[config.mk]
export PLATFORM = sky130hd
export DESIGN_NAME = run_length_detector_flat
export DESIGN_NICKNAME = d
export VERILOG_FILES = /design/src/rtl/run_length_detector_if.sv /design/src/rtl/run_length_detector.sv /design/src/flat_wrapper.sv
export SDC_FILE = /design/constraint.sdc
export NUM_CORES = 1
export LEC_CHECK = 0
export ABC_AREA = 1
export ABC_CLOCK_PERIOD_IN_PS = 1400
export BUFFER_PORTS_ARGS = -buffer_cell sky130_fd_sc_hd__buf_4
export CAP_MARGIN = 20
export CORE_AREA = 2 2 39 41
export CTS_CLUSTER_DIAMETER = 60
export CTS_CLUSTER_SIZE = 12
export DETAILED_ROUTE_END_ITERATION = 16
export DIE_AREA = 0 0 41 43
export GPL_TIMING_DRIVEN = 0
export PLACE_DENSITY = 0.6
export SLEW_MARGIN = 5
export SYNTH_ARGS = -nofsm -noshare
export SYNTH_HDL_FRONTEND = slang
export SYNTH_SLANG_ARGS = --single-unit
export TNS_END_PERCENT = 50
[constraint.sdc]
create_clock -name clk -period 1.4 [get_ports clk]
set_input_delay 0.14 -clock clk [delete_from_list [all_inputs] [get_ports clk]]
set_output_delay 0.14 -clock clk [all_outputs]
set_load 0.05 [all_outputs]
[src/rtl/run_length_detector_if.sv]
// ---------------------------------------------------------------------------
// run_length_detector_if
// Groups the serial input, its qualifier, the mode select and the detector
// outputs into one bundle.
//   master : the side that feeds bits and reads the result (sampler/bench)
//   slave  : the detector itself
// Signals:
//   in_valid, in_bit, mode_pulse   master -> slave
//   z, run_val, run_cnt[CNT_W]     slave  -> master
//   sticky_clr / sticky            only when RLD_STICKY_EN is defined
// ---------------------------------------------------------------------------
interface run_length_detector_if #(
  parameter int CNT_W = 4
);
  logic             in_valid;
  logic             in_bit;
  logic             mode_pulse;
  logic             z;
  logic             run_val;
  logic [CNT_W-1:0] run_cnt;
`ifdef RLD_STICKY_EN
  logic             sticky;
  logic             sticky_clr;
`endif

  modport master (
    output in_valid,
    output in_bit,
    output mode_pulse,
`ifdef RLD_STICKY_EN
    output sticky_clr,
    input  sticky,
`endif
    input  z,
    input  run_val,
    input  run_cnt
  );

  modport slave (
    input  in_valid,
    input  in_bit,
    input  mode_pulse,
`ifdef RLD_STICKY_EN
    input  sticky_clr,
    output sticky,
`endif
    output z,
    output run_val,
    output run_cnt
  );
endinterface

[src/rtl/run_length_detector.sv]
// ---------------------------------------------------------------------------
// run_length_detector
// Asserts z when the serial input has held the same value for RUN_LEN
// consecutive accepted bits (in_valid=1). Level mode keeps z high while the
// run lasts; pulse mode emits a one-cycle z every RUN_LEN matching bits.
// All outputs are registered; latency is one clock edge.
//
// Parameters:
//   RUN_LEN : identical bits needed for a hit, 2 <= RUN_LEN <= 2**CNT_W-1
//   CNT_W   : width of run_cnt (saturates at 2**CNT_W-1)
// Ports:
//   clk     : rising-edge clock
//   reset   : synchronous, active-high, clears all state
//   bus     : run_length_detector_if.slave (in_valid, in_bit, mode_pulse,
//             z, run_val, run_cnt [, sticky_clr, sticky])
// Optional feature:
//   RLD_STICKY_EN : adds a sticky hit flag (set by z, cleared by sticky_clr)
// ---------------------------------------------------------------------------
module run_length_detector #(
  parameter int RUN_LEN = 4,
  parameter int CNT_W   = 4
) (
  input logic                   clk,
  input logic                   reset,
  run_length_detector_if.slave  bus
);

  typedef enum logic [1:0] {
    ST_IDLE = 2'd0,
    ST_RUN  = 2'd1,
    ST_HIT  = 2'd2
  } state_e;

  localparam logic [CNT_W-1:0] CNT_MAX   = {CNT_W{1'b1}};
  localparam logic [CNT_W-1:0] RUN_LEN_C = CNT_W'(RUN_LEN);
  localparam logic [CNT_W-1:0] CNT_ONE   = CNT_W'(1);
  localparam logic [CNT_W-1:0] CNT_ZERO  = CNT_W'(0);

  state_e           state_q,   state_d;
  logic             z_q,       z_d;
  logic             run_val_q, run_val_d;
  logic [CNT_W-1:0] run_cnt_q, run_cnt_d;
`ifdef RLD_STICKY_EN
  logic             sticky_q,  sticky_d;
`endif

  logic             match_s;
  logic [CNT_W-1:0] cnt_inc_s;
  logic             pulse_hit_s;

  // Shared decode: saturating increment, run match and pulse-hit condition
  always_comb begin
    cnt_inc_s = (run_cnt_q == CNT_MAX) ? run_cnt_q : (run_cnt_q + CNT_ONE);
    // In IDLE there is no run yet, so any bit starts a new one
    match_s   = (state_q != ST_IDLE) && (bus.in_bit == run_val_q);
    // Coming from HIT (mode switched to pulse) the count is already past
    // RUN_LEN, so the next matching bit pulses immediately
    pulse_hit_s = (state_q == ST_HIT) || (cnt_inc_s == RUN_LEN_C);
  end

  // State and output registers with synchronous reset
  always_ff @(posedge clk) begin
    if (reset) begin
      state_q   <= ST_IDLE;
      z_q       <= 1'b0;
      run_val_q <= 1'b0;
      run_cnt_q <= CNT_ZERO;
`ifdef RLD_STICKY_EN
      sticky_q  <= 1'b0;
`endif
    end else begin
      state_q   <= state_d;
      z_q       <= z_d;
      run_val_q <= run_val_d;
      run_cnt_q <= run_cnt_d;
`ifdef RLD_STICKY_EN
      sticky_q  <= sticky_d;
`endif
    end
  end

  // Next-state logic
  always_comb begin
    state_d = state_q;
    if (!bus.in_valid) begin
      state_d = state_q;
    end else if (!match_s) begin
      state_d = ST_RUN;
    end else if (bus.mode_pulse) begin
      state_d = ST_RUN;
    end else if (cnt_inc_s >= RUN_LEN_C) begin
      state_d = ST_HIT;
    end else begin
      state_d = ST_RUN;
    end
  end

  // Output/datapath next values
  always_comb begin
    z_d       = z_q;
    run_val_d = run_val_q;
    run_cnt_d = run_cnt_q;
    if (!bus.in_valid) begin
      // Only a level-mode hit keeps z high across an idle cycle; a pulse
      // is always left in ST_RUN, so this also ends any pulse after 1 cycle
      z_d = (state_q == ST_HIT);
    end else if (!match_s) begin
      run_val_d = bus.in_bit;
      run_cnt_d = CNT_ONE;
      z_d       = 1'b0;
    end else if (bus.mode_pulse) begin
      if (pulse_hit_s) begin
        z_d       = 1'b1;
        run_cnt_d = CNT_ZERO;
      end else begin
        z_d       = 1'b0;
        run_cnt_d = cnt_inc_s;
      end
    end else begin
      run_cnt_d = cnt_inc_s;
      z_d       = (cnt_inc_s >= RUN_LEN_C);
    end
`ifdef RLD_STICKY_EN
    // Set dominates clear when both happen on the same edge
    if (z_d) begin
      sticky_d = 1'b1;
    end else if (bus.sticky_clr) begin
      sticky_d = 1'b0;
    end else begin
      sticky_d = sticky_q;
    end
`endif
  end

  assign bus.z       = z_q;
  assign bus.run_val = run_val_q;
  assign bus.run_cnt = run_cnt_q;
`ifdef RLD_STICKY_EN
  assign bus.sticky  = sticky_q;
`endif

endmodule

[src/flat_wrapper.sv]
// flat-port wrapper written by rule: the top's interface ports become plain ports
module run_length_detector_flat 
#(
  parameter int RUN_LEN = 4,
  parameter int CNT_W   = 4
)
  (clk, reset, bus_in_valid, bus_in_bit, bus_mode_pulse, bus_z, bus_run_val, bus_run_cnt);
  run_length_detector_if #(.CNT_W(CNT_W)) bus_i ();
  input logic clk;
  input logic reset;
  input wire logic [$bits(bus_i.in_valid)-1:0] bus_in_valid;
  input wire logic [$bits(bus_i.in_bit)-1:0] bus_in_bit;
  input wire logic [$bits(bus_i.mode_pulse)-1:0] bus_mode_pulse;
  output wire logic [$bits(bus_i.z)-1:0] bus_z;
  output wire logic [$bits(bus_i.run_val)-1:0] bus_run_val;
  output wire logic [$bits(bus_i.run_cnt)-1:0] bus_run_cnt;
  assign bus_i.in_valid = bus_in_valid;
  assign bus_i.in_bit = bus_in_bit;
  assign bus_i.mode_pulse = bus_mode_pulse;
  assign bus_z = bus_i.z;
  assign bus_run_val = bus_i.run_val;
  assign bus_run_cnt = bus_i.run_cnt;
  run_length_detector #(.RUN_LEN(RUN_LEN), .CNT_W(CNT_W)) u_core (.clk(clk), .reset(reset), .bus(bus_i));
endmodule
Word level (Yosys, flattened, before mapping)
Index checks and enable logic that the tools add are counted.
{"block": "classes", "n_bitwise": 1, "order_cmp": 1, "reduce_logical": 4, "n_mux": 11, "addsub": 1, "eq_ne": 4}
{"op": "$mux 4", "n": 4}
{"op": "$mux 2", "n": 3}
{"op": "$add 4x1->4 const B", "n": 1}
{"op": "$eq 4x3->1 const B", "n": 1}
{"op": "$eq 4x4->1 const B", "n": 1}
{"op": "$ge 4x3->1 const B", "n": 1}
{"op": "$mux 1", "n": 4}
{"op": "$eq 2x2->1 const B", "n": 1}
{"op": "$reduce_and 2->1", "n": 1}
{"op": "$reduce_bool 2->1", "n": 1}
{"op": "$eq 1x1->1", "n": 1}
{"op": "$logic_and 1x1->1", "n": 1}
{"op": "$logic_or 1x1->1", "n": 1}
{"op": "$not 1->1", "n": 1}
{"block": "totals", "wordCells": 26, "reg_bits": 8, "output_inout_bits": 6}

Longest topological paths before layout
{"block": "depth", "ltp_word": 8, "mapped_depth": 9, "mapped_depth_nobuf": 9}

Worst setup path after synthesis
Ideal clock, no wire load.
{"block": "synth_path", "kind": "register to register", "start": "register u_core.run_cnt_q[0] (netlist: u_core.bus.run_cnt[0])", "end": "register u_core.z_q (netlist: u_core.bus.z)", "setup_time_ps": 66, "path_stages_with_launch": 10, "path_buffers": 0, "setup_slack_ps": -320, "t_required_ps": 1334, "arrival_ps": 1654, "period_less_slack_ps": 1720, "path_cell_list": "dfxtp_1 ha_1 nand2_2 nor2_4 nand2_1 o21ai_2 nand3_2 nand3_1 nand2_1 a21oi_2"}
{"block": "synth_via", "elab_chain_len": 8}
{"item": "start, declared", "line_no": "run_length_detector.sv:42", "rtl": "logic [CNT_W-1:0] run_cnt_q, run_cnt_d;"}
{"item": "start signal, assigned", "line_no": "run_length_detector.sv:75", "rtl": "run_cnt_q <= run_cnt_d;"}
{"item": "$add 4x1->4 or $eq 4x4->1 (tied branches)", "line_no": "run_length_detector.sv:53", "rtl": "cnt_inc_s = (run_cnt_q == CNT_MAX) ? run_cnt_q : (run_cnt_q + CNT_ONE);"}
{"item": "$mux 4 (*)", "line_no": "run_length_detector.sv:53"}
{"item": "$eq 4x3->1", "line_no": "run_length_detector.sv:58", "rtl": "pulse_hit_s = (state_q == ST_HIT) || (cnt_inc_s == RUN_LEN_C);"}
{"item": "$logic_or 1x1->1", "line_no": "run_length_detector.sv:58"}
{"item": "$mux 1", "line_no": "run_length_detector.sv:112", "rtl": "if (pulse_hit_s) begin"}
{"item": "$mux 1 (*)", "line_no": "run_length_detector.sv:111", "rtl": "end else if (bus.mode_pulse) begin"}
{"item": "$mux 1 (*)", "line_no": "run_length_detector.sv:107", "rtl": "end else if (!match_s) begin"}
{"item": "$mux 1 (*)", "line_no": "run_length_detector.sv:103", "rtl": "if (!bus.in_valid) begin"}
{"item": "end signal, assigned", "line_no": "run_length_detector.sv:73", "rtl": "z_q <= z_d;"}
{"item": "end, declared", "line_no": "run_length_detector.sv:40", "rtl": "logic z_q, z_d;"}
Every way passes the cells marked *; elsewhere a longest branch is shown, timed or not.
A chain may end at the register's enable or synchronous reset.

Worst setup path in the final report
Same ends and word-level chain as after synthesis.

==> results.toml <==
[timing]
fin_crit_sh_pct = 93.9
min_period_ns = 1.31
fin_skew_ns = 0.00958
report.final.setup_viol = 0
max_freq_ghz = 0.761
slew_violations = 0
rsz0062_at_grt = "false"
hold_viol = 0
slew-limit-headroom_pct = 84.9
worst_pin_slew_ns = 0.225

[global_routing]
use_met1_pct = 16.5
gr-usage-met3_pct = 4.71
grt.total_usage_pct = 14.2
grt_pass1_wl_um = 1700
grt_max_degree = 8
top_usage_layer = "met2"
grt_pass1_vias = 436
antenna_found_initial = 0
globalRouteMet2Util_pct = 21.6
overflow = 0

[critical_path]
path_max_fanout = 4
critical_path_required_ns = 1.55
cpMostUsedCell = "nand2_1"
end_kind = "flop"
worstPathArrival_ns = 1.47
crit_path_start_kind = "flop"
cp_slowest_stage_delay_ns = 0.36
crit_type = "reg -> reg"
critPathSlowestCell = "dfxtp_4"
crit_chain = "ha_4, nand2_4, nand2_2, o21ai_2, nand2_1, nand2_1, nand3_1, nand2_1, a21oi_2"

[finish]
layout_common_cells = "nand2_1 (20), inv_1 (14), buf_4 (14)"
final_common_cell = "nand2_1"
drive_gt1_share_pct = 33.3
syn_to_final_growth_pct = 37.9
nNetsFinal = 98
postLayoutCoreUtil_pct = 47.0
antennaDiodeCount = 0

[clocking]
cts_tree = "yes"
cts.clk_slew.worst_paths_ns = 0.06
cts_htree_levels = 1
clk_latency_ns = 0.26
postCtsHoldBufs = 0
root_buffer = "clkbuf_4"
cts.sinks = 8
cts_buffer_depth = 2
numCtsBuffers = 3

[floorplanning]
core-area_um2 = 1380
initial_utilization_pct = 34.1
ios = 11
placementRows = 14
die-area_um2 = 1760
die_h_um = 43
die_x_um = 41

[detailed_routing]
routed_wl_um = 1070
num_vias = 507
drtAntennaViolNets = 0
drc = 0
drtIter0Drc = 3
detail_route.first_pass.iterations = 3
post_drt_wl_per_cell_um = 10.1
detail_route.vias_per_cell = 4.78

[power]
ir_drop_uv = 390
p_total_mw = 0.521
power.density_nw_per_um2 = 800
p_leak_nw = 0.314

[synth]
synthesis.nets = 79
synth.largest_area_cell = "dfxtp_1"
synthesis.area_um2 = 472
syn_avg_cell_area_um2 = 6.46
ys_warn_count = 0
ys_types = 16
synth_area_leaders = "dfxtp_1 (34%), nand2_1 (17%), inv_1 (11%)"
synth.top_cell.area_share_pct = 34.0
ys_ff_latch = 8
yosysSeqAreaShare_pct = 34.0
synthCells = 73

[placed_design]
numPortBuffers = 10
place.gp.congestion = 0.729
hpwl_um = 769

[run]
maxCapViolCount = 0

[hold_path]
holdCritPathClass = "in -> reg"

[outcome]
status = "finished, final reports clean"
==> critical path, delay by kind of cell (launching register included) <==
family	cells	cell delay [ns]
DFF	1	0.36
adders and majority gates	1	0.17
AOI/OAI and AO/OA	2	0.22
and+or+nand+nor	6	0.44
==> synth_stat cells <==
cell type / n
nand2_2: 1
nand3_2: 1
ha_1: 1
nor2_4: 1
nor2_1: 4
o22ai_1: 1
nor3_1: 2
dfxtp_1: 8
inv_1: 14
o21ai_2: 2
o21ai_0: 1
nand3b_1: 1
nand3_1: 4
a21oi_1: 10
a21oi_2: 1
nand2_1: 21
==> worst paths after layout <==
path,startpoint,slack [ns],end,cells after the start
worst max-delay path,u_core.bus.run_cnt[0]$_SDFFE_PP0P_,0.09,u_core.bus.z$_SDFF_PP0_,9
worst min-delay path,bus_in_valid,0.08,u_core.bus.run_val$_SDFFE_PP0P_,2
worst max register to register,u_core.bus.run_cnt[0]$_SDFFE_PP0P_,0.09,u_core.bus.z$_SDFF_PP0_,9
worst min register to register,u_core.bus.run_cnt[3]$_SDFFE_PP0P_,0.51,u_core.bus.run_cnt[3]$_SDFFE_PP0P_,2
==> metal layers <==
| metal | wire [µm] | share of wire [%] |
|---|---|---|
| met1 | 472 | 44 |
| met2 | 508 | 47 |
| met3 | 62 | 5.8 |
| met4 | 28 | 2.6 |
| met5 | 0 | 0 |
==> cells by family (layout without fill, tap and decap cells) <==
| group | Yosys count | in the layout | synth area share [%] |
|---|---|---|---|
| and+or+nand+nor | 35 | 35 | 33.7 |
| AOI/OAI and AO/OA | 15 | 15 | 18.6 |
| adders and majority gates | 1 | 1 | 2.65 |
| buffers and inverters | 14 | 31 | 11.1 |
| DFF | 8 | 8 | 34.0 |
==> report_power, final <==
| group | leakage (nW) | switching (mW) | internal [mW] |
|---|---|---|---|
| sequential | 0.0682 | 0.00946 | 0.236 |
| combinational | 0.232 | 0.0544 | 0.0364 |
| clock | 0.0138 | 0.0863 | 0.0986 |
| total | 0.314 | 0.150 | 0.371 |
==> area by class of cell <==
cell class	count	area (µm²)
Tap cell	16	20.0
Fill cell	153	733
Clock buffer	3	22.5
Timing Repair Buffer	14	105
Sequential cell	8	171
Inverter	14	52.6
Multi-Input combinational cell	51	279
==> metrics by stage <==
step	cell area, µm²	setup TNS [ns]	worst slack [ns]	cells	hold WS [ns]
2_1_floorplan	483	-0.00265	-0.00265	73	0.199
3_3_place_gp	578	-0.00142	-0.00142	99	0.361
3_5_place_dp	578	-0.00408	-0.00408	99	0.358
4_1_cts	611	0	0.000503	103	0.0788
5_1_grt	651	0	0.00158	106	0.0874
6_report	651	0	0.0859	106	0.0775
==> timing repair <==
item	4_1_cts	5_1_grt
gates resized for setup	1	3
setup endpoints to repair	2	5
pin swaps	2	3
setup buffers	1	3
==> flip-flops by register name, summed over array words and instances (netlist names) <==
name,flops
u_core.bus.run_val,1
u_core.bus.z,1
u_core.bus.run_cnt,4
u_core.state_q,2
No activity file was read; power rests on OpenSTA's default activity.
